File: src/rtl/packet_output_scheduler.sv
// Output-port scheduler: arbitrates head flits, locks the winner until its tail,
// muxes flits onto the output link and tracks downstream buffer credits.
// Ports:
//   clk, rst                      clock, synchronous active-high reset
//   requests_i/head_i/tail_i      per-agent buffer-head status
//   flits_i                       per-agent head flit, agent i at [i*FLIT_SIZE +: FLIT_SIZE]
//   arb_requests_o/arb_grants_i   request/grant pair to an external round-robin arbiter
//   pop_o                         one-hot consume strobe back to the input buffers
//   valid_o/flit_o                registered output link
//   credit_i/credit_error_o       downstream credit return, overflow pulse
module packet_output_scheduler #(
  parameter int AGENTS_NUM = 4,
  parameter int FLIT_SIZE  = 16,
  parameter int CREDIT_MAX = 4
) (
  input  logic                             clk,
  input  logic                             rst,
  input  logic [AGENTS_NUM-1:0]            requests_i,
  input  logic [AGENTS_NUM-1:0]            head_i,
  input  logic [AGENTS_NUM-1:0]            tail_i,
  input  logic [AGENTS_NUM*FLIT_SIZE-1:0]  flits_i,
  output logic [AGENTS_NUM-1:0]            arb_requests_o,
  input  logic [AGENTS_NUM-1:0]            arb_grants_i,
  output logic [AGENTS_NUM-1:0]            pop_o,
  output logic                             valid_o,
  output logic [FLIT_SIZE-1:0]             flit_o,
  input  logic                             credit_i,
  output logic                             credit_error_o
);

  localparam int OW = (AGENTS_NUM > 1) ? $clog2(AGENTS_NUM) : 1;
  localparam int CW = $clog2(CREDIT_MAX + 1);
  localparam logic [CW-1:0] CMAX = CW'(CREDIT_MAX);

  typedef enum logic {IDLE, LOCKED} state_t;

  state_t         state, state_n;
  logic [OW-1:0]  owner, owner_n;
  logic [CW-1:0]  credits;
  logic           can_send;
  logic           pop_any;
  logic [FLIT_SIZE-1:0] pop_flit;

  // Registered count only: a credit returned this cycle is usable next cycle.
  assign can_send = (credits != '0);
  assign pop_any  = |pop_o;

  always_comb begin
    state_n        = state;
    owner_n        = owner;
    arb_requests_o = '0;
    pop_o          = '0;
    // While in reset nothing is requested or consumed, so no flit is lost.
    if (!rst) begin
      unique case (state)
        IDLE: begin
          arb_requests_o = requests_i & head_i & {AGENTS_NUM{can_send}};
          for (int i = 0; i < AGENTS_NUM; i++) begin
            if (arb_grants_i[i] && arb_requests_o[i]) begin
              pop_o    = '0;
              pop_o[i] = 1'b1;
              // A head&tail flit is a whole packet: no lock needed.
              if (!tail_i[i]) begin
                state_n = LOCKED;
                owner_n = OW'(i);
              end
            end
          end
        end
        LOCKED: begin
          // Requests stay low so the arbiter pointer is frozen mid-packet.
          if (requests_i[owner] && can_send) begin
            pop_o[owner] = 1'b1;
            if (tail_i[owner]) state_n = IDLE;
          end
        end
        default: state_n = IDLE;
      endcase
    end
  end

  always_comb begin
    pop_flit = '0;
    for (int i = 0; i < AGENTS_NUM; i++) begin
      if (pop_o[i]) pop_flit = flits_i[i*FLIT_SIZE +: FLIT_SIZE];
    end
  end

  always_ff @(posedge clk) begin
    if (rst) begin
      state          <= IDLE;
      owner          <= '0;
      credits        <= CMAX;
      valid_o        <= 1'b0;
      flit_o         <= '0;
      credit_error_o <= 1'b0;
    end else begin
      state          <= state_n;
      owner          <= owner_n;
      valid_o        <= pop_any;
      credit_error_o <= 1'b0;
      if (pop_any) flit_o <= pop_flit;
      case ({pop_any, credit_i})
        2'b10: credits <= credits - 1'b1;
        2'b01: begin
          if (credits == CMAX) credit_error_o <= 1'b1;
          else                 credits <= credits + 1'b1;
        end
        default: ;
      endcase
    end
  end

endmodule

File: config.mk
export PLATFORM = sky130hd
export DESIGN_NAME = packet_output_scheduler
export DESIGN_NICKNAME = d
export VERILOG_FILES = /design/src/rtl/packet_output_scheduler.sv
export SDC_FILE = /design/constraint.sdc
export NUM_CORES = 1
export LEC_CHECK = 0
export CORE_ASPECT_RATIO = 1.5
export CORE_MARGIN = 2
export CORE_UTILIZATION = 31
export CTS_CLUSTER_DIAMETER = 60
export DETAILED_ROUTE_END_ITERATION = 12
export GPL_TIMING_DRIVEN = 0
export PLACE_DENSITY_LB_ADDON = 0.2
export REMOVE_ABC_BUFFERS = 1
export SLEW_MARGIN = 20
export SYNTH_ARGS = -nofsm -noshare
export SYNTH_HDL_FRONTEND = slang
export SYNTH_SLANG_ARGS = --single-unit
File: constraint.sdc
create_clock -name clk -period 2.3 [get_ports clk]
set_clock_uncertainty 0.15 [all_clocks]
set_input_delay 0.69 -clock clk [delete_from_list [all_inputs] [get_ports clk]]
set_output_delay 0.69 -clock clk [all_outputs]
set_load 0.02 [all_outputs]
==> metrics <==
clk sink count=24; worst setup margin=-0.06764 ns; H-tree levels=1; r2r startpoint=credits[2]$_SDFFE_PP1P_; Layout area overhead=100.6%; final slew viol count=0; layout cells sized above 1=25.57%; Synth cell types=43; clock root buffer master=clkbuf_8; run status=finished, violations left; Initial Util=31.94%; GPL Wtd Cong=0.8372; final design utilization=64.07%; # rows=31; port bufs=108; Synth async-reset ratio=0%; Synthesis Warnings=0; Seq/Total Area, Yosys=31.53%; IO Pins=109; max_cap viols=0; Routed WL per cell=17.27 um; Hold Path Cell Cnt=2; hold_ws=0.3483 ns; reg-to-reg endpoint=credits[2]$_SDFFE_PP1P_; Crit Path Class=in -> out; CP Launch Type=input port; Worst Max-Slew Pin Slew=0.3916 ns; min-delay worst type=reg -> reg; CTS Buf Count=3; Final Hold Fails=0; number of synthesized flops with an enable pin=0; Post-route DRC=0; top_reg_cell synth=dfxtp_1; vias=2017; crit end category=output pin; CTS tree=yes; Min-Delay Startpoint=flit_o[6]$_SDFFE_PP0P_; min Tclk post-route=2.368 ns; ANT cells=0; synthesized area=0.001524 mm^2; Pwr Total=1.574 mW; placed wire-length estimate=3.952 mm; failing checks=setup timing; die height=89.87 um; GRT Residual Overflow=0; # fillers=416; die area=0.005505 mm^2; clock-pin slew on the worst setup and hold paths=0.08 ns; Clock Latency Late Sink=0.27 ns; vias in the first global route=2077; Power Density=515.0 mW/mm^2; Setup violations, final=8; post-DR vias/cell=5.437; largest net degree at the start of global routing=28; leak pwr=1.091 nW; First-pass DRT Iterations=6; syn_area_per_cell=8.193 um^2; antenna viol nets, final=0; Period Utilization, post-route=102.9%; Clock Tree Buf Depth=2; Crit path required time=1.46 ns; first-pass GRT wire length=9.611 mm; Worst R2R Path Depth=8; fmax=422.4 MHz; Core Region=0.004771 mm^2; GRT Overall Usage=22.92%; Placed Cells=346; Die W=61.25 um; Post-Synthesis Cells=186; R2R setup slack=-0.03 ns; initial antenna violation count=0; nets=390; crit path DAT=1.53 ns; RSZ-0062 raised after global routing=true; DRT iter0 DRCs=87; Layout Cells excl Fill=371; Crit Path Max Fanout=3; hold-fix buffer count after cts=0; worst vdd ir=0.0002744 V; hold endpoint=flit_o[6]$_SDFFE_PP0P_; Synth Register Bits=24; Slew headroom=73.89%; final wirelength=6.407 mm
==> Yosys cell counts (2+ instances only) <==
master | number | area, um^2
nand2_1 | 31 | 116.4
nor2_1 | 26 | 97.59
dfxtp_1 | 24 | 480.5
a222oi_1 | 16 | 160.2
a311oi_1 | 16 | 140.1
nand3_1 | 7 | 35.03
buf_2 | 5 | 25.02
clkbuf_1 | 5 | 18.77
a21oi_1 | 4 | 20.02
buf_6 | 4 | 45.04
o21ai_0 | 4 | 20.02
a31oi_1 | 3 | 18.77
and2_1 | 3 | 18.77
nand2b_1 | 3 | 18.77
nor2b_1 | 3 | 18.77
nor3_1 | 3 | 15.01
nand4_1 | 2 | 12.51
o22ai_2 | 2 | 25.02
==> worst max-delay path by stage <==
stage / startpoint / endpoint / cells after the start
3_3_place_gp: rst / pop_o[1] / 5
3_5_place_dp: rst / pop_o[3] / 4
6_report: arb_grants_i[3] / pop_o[2] / 5
2_1_floorplan: requests_i[1] / credits[2]$_SDFFE_PP1P_ / 8
4_1_cts: head_i[3] / credits[2]$_SDFFE_PP1P_ / 10
5_1_grt: credits[2]$_SDFFE_PP1P_ / credits[2]$_SDFFE_PP1P_ / 8
==> area by class of cell <==
type / count / area, um^2 / area share (%)
repair inverters: 2 / 12.51 / 0.4093
inverters: 2 / 21.27 / 0.6959
clock buffers: 3 / 41.29 / 1.351
repair buffers: 127 / 1277 / 41.79
multi-input cells: 146 / 1099 / 35.94
flip-flops and latches: 24 / 493.0 / 16.13
well taps: 66 / 82.58 / 2.702
clock inverters: 1 / 30.03 / 0.9824
==> sequential cells by signal, summed over array words and instances (netlist names) <==
name and count:
owner 2, state 1, flit_o 16, valid_o 1
credits 3, credit_error_o 1
==> worst max-delay path: stages <==
cell,delay (ns)
buf_6,0.10
and3_4,0.18
o32ai_4,0.22
and2_4,0.22
buf_6,0.12
==> power by group <==
part | switching (mW) | total [mW] | internal, mW
Clock | 0.141 | 0.374 | 0.233
Combinational | 0.310 | 0.674 | 0.364
Sequential | 0.0519 | 0.526 | 0.474
==> cells by family after synthesis <==
kind of cell | Yosys count | synth area share, %
simple gates | 86 | 26.52
compound gates | 57 | 32.76
flops | 24 | 31.53
buf+inv | 16 | 6.650
xor+xnor | 1 | 0.5748
mux | 1 | 0.6568
fa+ha+maj | 1 | 1.314
==> per-stage QoR <==
stage | TNS (ns) | worst slack [ns] | cell area (um^2)
global route | -0.9715 | -0.1157 | 3057
CTS | -0.6875 | -0.1399 | 2934
finish | -0.1907 | -0.06764 | 3057
floorplan | -0.4182 | -0.1542 | 1435
global placement | -39.91 | -2.148 | 2599
detailed placement | -40.37 | -2.118 | 2599
==> cell usage in the layout, fill, tap and decap left out, types with 3 or more instances in the layout <==
| cell | Yosys | routed |
|---|---|---|
| clkdlybuf4s50_1 | 0 | 87 |
| nand2_1 | 31 | 29 |
| nor2_1 | 26 | 26 |
| buf_4 | 0 | 19 |
| dfxtp_1 | 24 | 18 |
| a222oi_1 | 16 | 16 |
| a311oi_1 | 16 | 16 |
| buf_6 | 4 | 9 |
| o21ai_0 | 4 | 4 |
| a21oi_1 | 4 | 4 |
| dfxtp_2 | 0 | 4 |
| clkdlybuf4s15_2 | 0 | 4 |
| nand2b_4 | 0 | 3 |
| nand3_2 | 1 | 3 |
| and2_4 | 0 | 3 |
| nand3_1 | 7 | 3 |
| a31oi_1 | 3 | 3 |
| clkbuf_8 | 0 | 3 |
| clkdlybuf4s15_1 | 0 | 3 |
==> what timing repair did <==
action                                  CTS  global route
pin swaps                                16            13
endpoints found under the setup margin   29            20
resized for setup                       120            20
setup buffers                            12             6
cloned                                    2             1
==> routing by layer <==
metal	vias up	part of all wire, %	GRT usage, %
met2	104	55	40.51
met4	0	1.7	9.420
met3	7	8.1	6.475
met5	-	0	0
met1	946	35	23.93
li1	960	-	-
Note: power is estimated with default switching activity, not from simulation.
